<file path="config.mk">
export PLATFORM = sky130hd
export DESIGN_NAME = alpha_blender_flat
export DESIGN_NICKNAME = d
export VERILOG_FILES = /design/src/rtl/alpha_blender_pkg.sv /design/src/rtl/alpha_blender_if.sv /design/src/rtl/alpha_channel_blend.sv /design/src/rtl/alpha_blender.sv /design/src/flat_wrapper.sv
export SDC_FILE = /design/constraint.sdc
export NUM_CORES = 1
export LEC_CHECK = 0
export BUFFER_PORTS_ARGS = -buffer_cell sky130_fd_sc_hd__buf_2
export CORE_MARGIN = 2
export CORE_UTILIZATION = 58
export CTS_BUF_LIST = sky130_fd_sc_hd__clkbuf_4 sky130_fd_sc_hd__clkbuf_8
export CTS_CLUSTER_DIAMETER = 60
export DETAILED_ROUTE_END_ITERATION = 12
export PLACE_DENSITY_LB_ADDON = 0.12
export SYNTH_ARGS = -nofsm -noshare
export SYNTH_HDL_FRONTEND = slang
export SYNTH_SLANG_ARGS = --single-unit
</file>
<file path="constraint.sdc">
create_clock -name clk -period 12.9 [get_ports clk]
set_clock_uncertainty 0.15 [all_clocks]
set_input_delay 0.645 -clock clk [delete_from_list [all_inputs] [get_ports clk]]
set_output_delay 0.645 -clock clk [all_outputs]
set_load 0.01 [all_outputs]
</file>
<file path="src/rtl/alpha_blender_pkg.sv">
`default_nettype none
// ============================================================================
// Module      : alpha_blender_pkg
// Description : Shared types and widths for the alpha blender slice.
// Revision    : 1.0 - initial release
// ============================================================================
package alpha_blender_pkg;

   localparam int PIX_W = 19;   // frame-buffer index width (640x480 frame)
   localparam int CH_W  = 8;    // colour / alpha channel width

   typedef enum logic [1:0] {
      IDLE  = 2'd0,
      WAIT  = 2'd1,
      WRITE = 2'd2
   } state_t;

endpackage
`default_nettype wire

</file>
<file path="src/rtl/alpha_blender_if.sv">
`default_nettype none
// ============================================================================
// Module      : alpha_blender_if
// Description : Pixel source / frame-buffer bundle for the alpha blender.
//               master = pixel source + frame buffer, slave = blender.
// Revision    : 1.0 - initial release
// ============================================================================
interface alpha_blender_if;
   import alpha_blender_pkg::*;

   logic [PIX_W-1:0] pixel_number;
   logic             pixel_ready;
   logic [CH_W-1:0]  r;
   logic [CH_W-1:0]  g;
   logic [CH_W-1:0]  b;
   logic [CH_W-1:0]  a;
   logic [CH_W-1:0]  read_r;
   logic [CH_W-1:0]  read_g;
   logic [CH_W-1:0]  read_b;
   logic             frame_ready;
   logic             o_frame_ready;
   logic             read;
   logic             write;
   logic [CH_W-1:0]  write_r;
   logic [CH_W-1:0]  write_g;
   logic [CH_W-1:0]  write_b;
   logic [PIX_W-1:0] addr;          // captured pixel index for read/write

   modport master (
      output pixel_number, pixel_ready, r, g, b, a,
      output read_r, read_g, read_b, frame_ready,
      input  o_frame_ready, read, write, write_r, write_g, write_b, addr
   );

   modport slave (
      input  pixel_number, pixel_ready, r, g, b, a,
      input  read_r, read_g, read_b, frame_ready,
      output o_frame_ready, read, write, write_r, write_g, write_b, addr
   );

endinterface
`default_nettype wire

</file>
<file path="src/rtl/alpha_channel_blend.sv">
`default_nettype none
// ============================================================================
// Module      : alpha_channel_blend
// Description : Combinational single-channel blend:
//               out = (a*src + (255-a)*dst) >> 8, truncating.
// Revision    : 1.0 - initial release
// ============================================================================
module alpha_channel_blend
   import alpha_blender_pkg::*;
(
   input  wire logic [CH_W-1:0] i_alpha,
   input  wire logic [CH_W-1:0] i_src,
   input  wire logic [CH_W-1:0] i_dst,
   output logic      [CH_W-1:0] o_blend
);

   logic [2*CH_W-1:0] w_prod_src;
   logic [2*CH_W-1:0] w_prod_dst;
   logic [2*CH_W:0]   w_sum;

   // Weighted sum of source and destination; max 255*255 so the shifted
   // result always fits in one channel.
   always_comb begin
      w_prod_src = i_alpha * i_src;
      w_prod_dst = (8'd255 - i_alpha) * i_dst;
      w_sum      = {1'b0, w_prod_src} + {1'b0, w_prod_dst};
      o_blend    = CH_W'(w_sum >> CH_W);
   end

endmodule
`default_nettype wire

</file>
<file path="src/rtl/alpha_blender.sv">
`default_nettype none
// ============================================================================
// Module      : alpha_blender
// Description : Read-modify-write alpha blender. Captures a source pixel,
//               reads the destination from the frame buffer, blends the
//               three channels and writes the result back. End-of-frame
//               strobes are held until the pipeline has drained.
// Revision    : 1.0 - initial release
// ============================================================================
module alpha_blender
   import alpha_blender_pkg::*;
#(
   parameter int READ_LATENCY = 2        // 1..15
)(
   input wire logic        clk,
   input wire logic        reset,        // synchronous, active-low
   alpha_blender_if.slave  bus
);

   localparam logic [3:0] c_LAT_INIT = 4'(READ_LATENCY);

   state_t           r_state;
   state_t           w_state_nxt;
   logic [3:0]       r_cnt;
   logic [3:0]       w_cnt_nxt;
   logic             w_capture;
   logic             w_sample;
   logic             w_read_nxt;
   logic             w_write_nxt;
   logic             w_ofr_nxt;

   logic             r_pending;
   logic             r_read;
   logic             r_write;
   logic             r_ofr;
   logic [PIX_W-1:0] r_addr;
   logic [CH_W-1:0]  r_alpha;
   logic [CH_W-1:0]  r_src   [3];
   logic [CH_W-1:0]  r_dst   [3];
   logic [CH_W-1:0]  r_out   [3];
   logic [CH_W-1:0]  w_blend [3];

   // State and wait-counter registers
   always_ff @(posedge clk) begin
      if (!reset) begin
         r_state <= IDLE;
         r_cnt   <= 4'd0;
      end else begin
         r_state <= w_state_nxt;
         r_cnt   <= w_cnt_nxt;
      end
   end

   // Next-state logic and next values of the registered strobes
   always_comb begin
      w_state_nxt = r_state;
      w_cnt_nxt   = r_cnt;
      w_capture   = 1'b0;
      w_sample    = 1'b0;
      w_read_nxt  = 1'b0;
      w_write_nxt = 1'b0;
      unique case (r_state)
         IDLE: begin
            if (bus.pixel_ready) begin
               w_capture   = 1'b1;
               w_read_nxt  = 1'b1;
               w_cnt_nxt   = c_LAT_INIT;
               w_state_nxt = WAIT;
            end
         end
         WAIT: begin
            if (r_cnt != 4'd0) begin
               w_cnt_nxt = r_cnt - 4'd1;
            end
            // A zero count can only follow a corrupted state; treat as done.
            if (r_cnt <= 4'd1) begin
               w_sample    = 1'b1;
               w_state_nxt = WRITE;
            end
         end
         WRITE: begin
            w_write_nxt = 1'b1;
            w_state_nxt = IDLE;
         end
         default: begin
            w_state_nxt = IDLE;
         end
      endcase
      // The end-of-frame strobe is released only once the blender is idle.
      w_ofr_nxt = r_pending && (r_state == IDLE);
   end

   // Strobe outputs and end-of-frame pending flag
   always_ff @(posedge clk) begin
      if (!reset) begin
         r_read    <= 1'b0;
         r_write   <= 1'b0;
         r_ofr     <= 1'b0;
         r_pending <= 1'b0;
      end else begin
         r_read    <= w_read_nxt;
         r_write   <= w_write_nxt;
         r_ofr     <= w_ofr_nxt;
         // A new strobe arriving as the old one is released stays pending.
         r_pending <= bus.frame_ready | (r_pending & ~w_ofr_nxt);
      end
   end

   // Pixel capture, destination sampling and result registers
   always_ff @(posedge clk) begin
      if (!reset) begin
         r_addr  <= '0;
         r_alpha <= '0;
         for (int i = 0; i < 3; i++) begin
            r_src[i] <= '0;
            r_dst[i] <= '0;
            r_out[i] <= '0;
         end
      end else begin
         if (w_capture) begin
            r_addr   <= bus.pixel_number;
            r_alpha  <= bus.a;
            r_src[0] <= bus.r;
            r_src[1] <= bus.g;
            r_src[2] <= bus.b;
         end
         if (w_sample) begin
            r_dst[0] <= bus.read_r;
            r_dst[1] <= bus.read_g;
            r_dst[2] <= bus.read_b;
         end
         if (w_write_nxt) begin
            for (int i = 0; i < 3; i++) begin
               r_out[i] <= w_blend[i];
            end
         end
      end
   end

   generate
      for (genvar i = 0; i < 3; i++) begin : g_ch
         alpha_channel_blend u_blend (
            .i_alpha (r_alpha),
            .i_src   (r_src[i]),
            .i_dst   (r_dst[i]),
            .o_blend (w_blend[i])
         );
      end
   endgenerate

   assign bus.read          = r_read;
   assign bus.write         = r_write;
   assign bus.o_frame_ready = r_ofr;
   assign bus.write_r       = r_out[0];
   assign bus.write_g       = r_out[1];
   assign bus.write_b       = r_out[2];
   assign bus.addr          = r_addr;

endmodule
`default_nettype wire

</file>
<file path="src/flat_wrapper.sv">
// flat-port wrapper written by rule: the top's interface ports become plain ports
module alpha_blender_flat import alpha_blender_pkg::*;
#(
   parameter int READ_LATENCY = 2                
)
  (clk, reset, bus_pixel_number, bus_pixel_ready, bus_r, bus_g, bus_b, bus_a, bus_read_r, bus_read_g, bus_read_b, bus_frame_ready, bus_o_frame_ready, bus_read, bus_write, bus_write_r, bus_write_g, bus_write_b, bus_addr);
  alpha_blender_if bus_i ();
  input wire logic clk;
  input wire logic reset;
  input wire logic [$bits(bus_i.pixel_number)-1:0] bus_pixel_number;
  input wire logic [$bits(bus_i.pixel_ready)-1:0] bus_pixel_ready;
  input wire logic [$bits(bus_i.r)-1:0] bus_r;
  input wire logic [$bits(bus_i.g)-1:0] bus_g;
  input wire logic [$bits(bus_i.b)-1:0] bus_b;
  input wire logic [$bits(bus_i.a)-1:0] bus_a;
  input wire logic [$bits(bus_i.read_r)-1:0] bus_read_r;
  input wire logic [$bits(bus_i.read_g)-1:0] bus_read_g;
  input wire logic [$bits(bus_i.read_b)-1:0] bus_read_b;
  input wire logic [$bits(bus_i.frame_ready)-1:0] bus_frame_ready;
  output wire logic [$bits(bus_i.o_frame_ready)-1:0] bus_o_frame_ready;
  output wire logic [$bits(bus_i.read)-1:0] bus_read;
  output wire logic [$bits(bus_i.write)-1:0] bus_write;
  output wire logic [$bits(bus_i.write_r)-1:0] bus_write_r;
  output wire logic [$bits(bus_i.write_g)-1:0] bus_write_g;
  output wire logic [$bits(bus_i.write_b)-1:0] bus_write_b;
  output wire logic [$bits(bus_i.addr)-1:0] bus_addr;
  assign bus_i.pixel_number = bus_pixel_number;
  assign bus_i.pixel_ready = bus_pixel_ready;
  assign bus_i.r = bus_r;
  assign bus_i.g = bus_g;
  assign bus_i.b = bus_b;
  assign bus_i.a = bus_a;
  assign bus_i.read_r = bus_read_r;
  assign bus_i.read_g = bus_read_g;
  assign bus_i.read_b = bus_read_b;
  assign bus_i.frame_ready = bus_frame_ready;
  assign bus_o_frame_ready = bus_i.o_frame_ready;
  assign bus_read = bus_i.read;
  assign bus_write = bus_i.write;
  assign bus_write_r = bus_i.write_r;
  assign bus_write_g = bus_i.write_g;
  assign bus_write_b = bus_i.write_b;
  assign bus_addr = bus_i.addr;
  alpha_blender #(.READ_LATENCY(READ_LATENCY)) u_core (.clk(clk), .reset(reset), .bus(bus_i));
endmodule
</file>
==> results.py <==
metrics = {
    "outcome": {
        "status": "finished, final reports clean",
    },
    "power_and_ir_drop": {
        "swShare_pct": 52.3,
        "power_density_mw_per_mm2": 257,
        "internal-power_mw": 2.18,
        "p_sw_mw": 2.39,
        "comb_power_share_pct": 84.0,
        "ir_worst_vdd_uv": 252,
        "sequentialPowerShare_pct": 11.0,
        "power_leakage_nw": 9.19,
        "p_clk_share_pct": 5.1,
    },
    "worst_setup_path": {
        "arrival_ps": 6340,
        "end_kind": "register",
        "worst_setup_path_start_kind": "register",
        "cp_max_fo": 32,
        "worstSetupPathType": "reg -> reg",
        "crit_required_ps": 13010,
    },
    "clock_network": {
        "clkLatencyLatePin_ps": 420,
        "numCtsBuffers": 9,
        "root_buffer": "clkbuf_8",
        "cts.sinks": 109,
        "cts_resized": 0,
        "cts_buffer_depth": 2,
        "cts_setup_buffers": 0,
        "cts_hold_buf": 0,
        "cts_max_level": 3,
        "clkTransAtPathRegs_ps": 130,
        "cts_tree": "done",
    },
    "placed_design": {
        "place_congestion": 0.823,
        "portBuffers": 124,
        "place_area_mm2": 0.0176,
        "hpwl_um": 27200,
    },
    "synthesis": {
        "synth_edf_count": 72,
        "synth-main-ff-cell": "edfxtp_1",
        "synthCells": 1690,
        "synth_nets": 2241,
        "synthArstFlopShare_pct": 0,
        "yosysSeqAreaShare_pct": 17.5,
        "synth.avg_cell_area_um2": 9.82,
        "syn_area_mm2": 0.0166,
        "synth.most_common_cell": "inv_1",
        "synth_common_cells": "inv_1, fa_1, ha_1",
        "yosys.cell_types.count": 49,
        "synth-seq-cells": 109,
        "synth_top_cells_by_area": "fa_1, ha_1, edfxtp_1, inv_1, and2_1",
        "yosysTopAreaCellShare_pct": 34.3,
        "yosysWarnings": 0,
        "synth.largest_area_cell": "fa_1",
    },
    "detailed_routing": {
        "first_iter_violations": 544,
        "vias": 11300,
        "drtAntennaViolNets": 0,
        "post-route-drc-count": 0,
        "wl_um": 35200,
        "first_pass_iters": 5,
        "routedWlPerCell_um": 16.2,
        "drt-vias-per-instance": 5.21,
    },
    "floorplan": {
        "io_pins": 125,
        "core_mm2": 0.0279,
        "die_h_um": 173,
        "core.rowCount": 61,
        "die-area_mm2": 0.0300,
        "start_util_pct": 59.4,
        "die_w_um": 173,
    },
    "global_routing": {
        "grt_max_degree": 54,
        "grt-ovfl-total": 0,
        "grt_pass1_vias": 12100,
        "antenna_found_initial": 0,
        "grt_usage_pct": 25.3,
        "grt_first_pass_wirelength_um": 60700,
    },
    "hold_path": {
        "holdCritPathClass": "in -> reg",
    },
    "final_layout": {
        "syn_to_final_growth_pct": 7.29,
        "stdcell_area_mm2": 0.0178,
        "final_net_count": 2336,
        "antenna_cells": 0,
        "drive_above_1_share_pct": 9.39,
    },
    "sta": {
        "tns_ps": 0,
        "fmax_mhz": 160,
        "worstMarginPinSlew_ps": 1050,
        "hold_ws_ps": 268,
        "setup_viol": 0,
        "max_slew_margin_pct": 29.5,
        "fin_crit_ps": 6230,
        "hold_viol_final": 0,
        "drv_slew": 0,
        "fin_crit_sh_pct": 48.3,
        "grt_setup_unrepaired": "false",
    },
    "run": {
        "max-cap-violations": 0,
    },
}
==> cell families after synthesis <==
group | after synthesis | share of synthesized area [%]
and+or+nand+nor | 516 | 17.6
buffers and inverters | 463 | 10.5
adders and majority gates | 472 | 48.5
muxes | 3 | 0.181
DFF | 109 | 17.5
xor gates and xnor gates | 20 | 1.06
AOI/OAI and AO/OA | 107 | 4.73
==> cell usage in the layout (no fill, tap or decap), types with 37 or more instances in the layout <==
master	netlist	routed
inv_1	409	409
fa_1	284	284
ha_1	188	188
and2_1	154	154
nor2b_1	127	127
buf_2	5	124
nand2_1	101	101
edfxtp_1	72	72
nand2b_1	66	66
dfxtp_1	37	37
==> worst paths after layout <==
| path | start | to | slack (ps) | depth (start not counted) |
|---|---|---|---|---|
| worst max-delay path | u_core.r_alpha[6]$_SDFFE_PN0P_ | u_core.r_out[0][20]$_SDFFCE_PN0P_ | 6670 | 17 |
| worst min-delay path | bus_a[6] | u_core.r_alpha[6]$_SDFFE_PN0P_ | 270 | 2 |
| worst max register to register | u_core.r_alpha[6]$_SDFFE_PN0P_ | u_core.r_out[0][20]$_SDFFCE_PN0P_ | 6670 | 17 |
| worst min register to register | u_core.bus.addr[2]$_SDFFE_PN0P_ | u_core.bus.addr[2]$_SDFFE_PN0P_ | 340 | 1 |
==> power groups by stage <==
stage | Combinational (mW) | Clock, mW | Sequential [mW]
detailed placement | 3.82 | 0 | 0.506
floorplan | 3.01 | 0 | 0.481
global route | 4.49 | 0.246 | 0.508
global placement | 3.70 | 0 | 0.504
CTS | 3.86 | 0.234 | 0.498
finish | 3.84 | 0.231 | 0.501
==> metal layers <==
layer / vias up / GRT usage (%) / wire length [um]
met5: - / 0 / 0
met4: 0 / 5.44 / 536
met3: 26 / 2.99 / 1950
met2: 305 / 39.6 / 16000
met1: 5677 / 38.1 / 16700
li1: 5283 / - / -
==> stage by stage <==
stage	cells	setup slack [ps]	utilization [%]	total power, mW
after CTS	2167	6640	63.7	4.59
after detailed placement	2152	6660	63.0	4.33
after floorplan	1690	7210	-	3.49
after global routing	2167	6340	63.7	5.24
after global placement	2152	6770	63.0	4.21
final	2167	6670	63.7	4.57
==> registers in the layout, indices dropped and copies added, names as in the netlist <==
register,count
u_core.r_dst,24
u_core.r_out,24
u_core.r_src,24
u_core.bus.addr,19
u_core.r_alpha,8
u_core.r_cnt,4
u_core.r_state,2
u_core.bus.o_frame_ready,1
u_core.bus.read,1
u_core.bus.write,1
u_core.r_pending,1
==> layout make-up <==
cell class | count | area [um^2]
fillers | 2406 | 10100
inverters | 409 | 1540
well taps | 378 | 473
clock inverters | 5 | 65.1
clock buffers | 10 | 138
flip-flops and latches | 109 | 2900
repair buffers | 138 | 726
multi-input cells | 1118 | 12000
==> worst max-delay path: stages (launching register included) <==
cell and delay [ps]:
dfxtp_1 760, buf_4 470, nand2_1 140, fa_1 520, fa_1 550, inv_1 50, fa_1 480, fa_1 520
fa_1 500, inv_1 50, fa_1 470, inv_1 40, ha_1 280, nand3_1 100, o221a_2 260, and3_1 220
or3_1 360, a21oi_1 140
No activity file was read; power rests on OpenSTA's default activity.
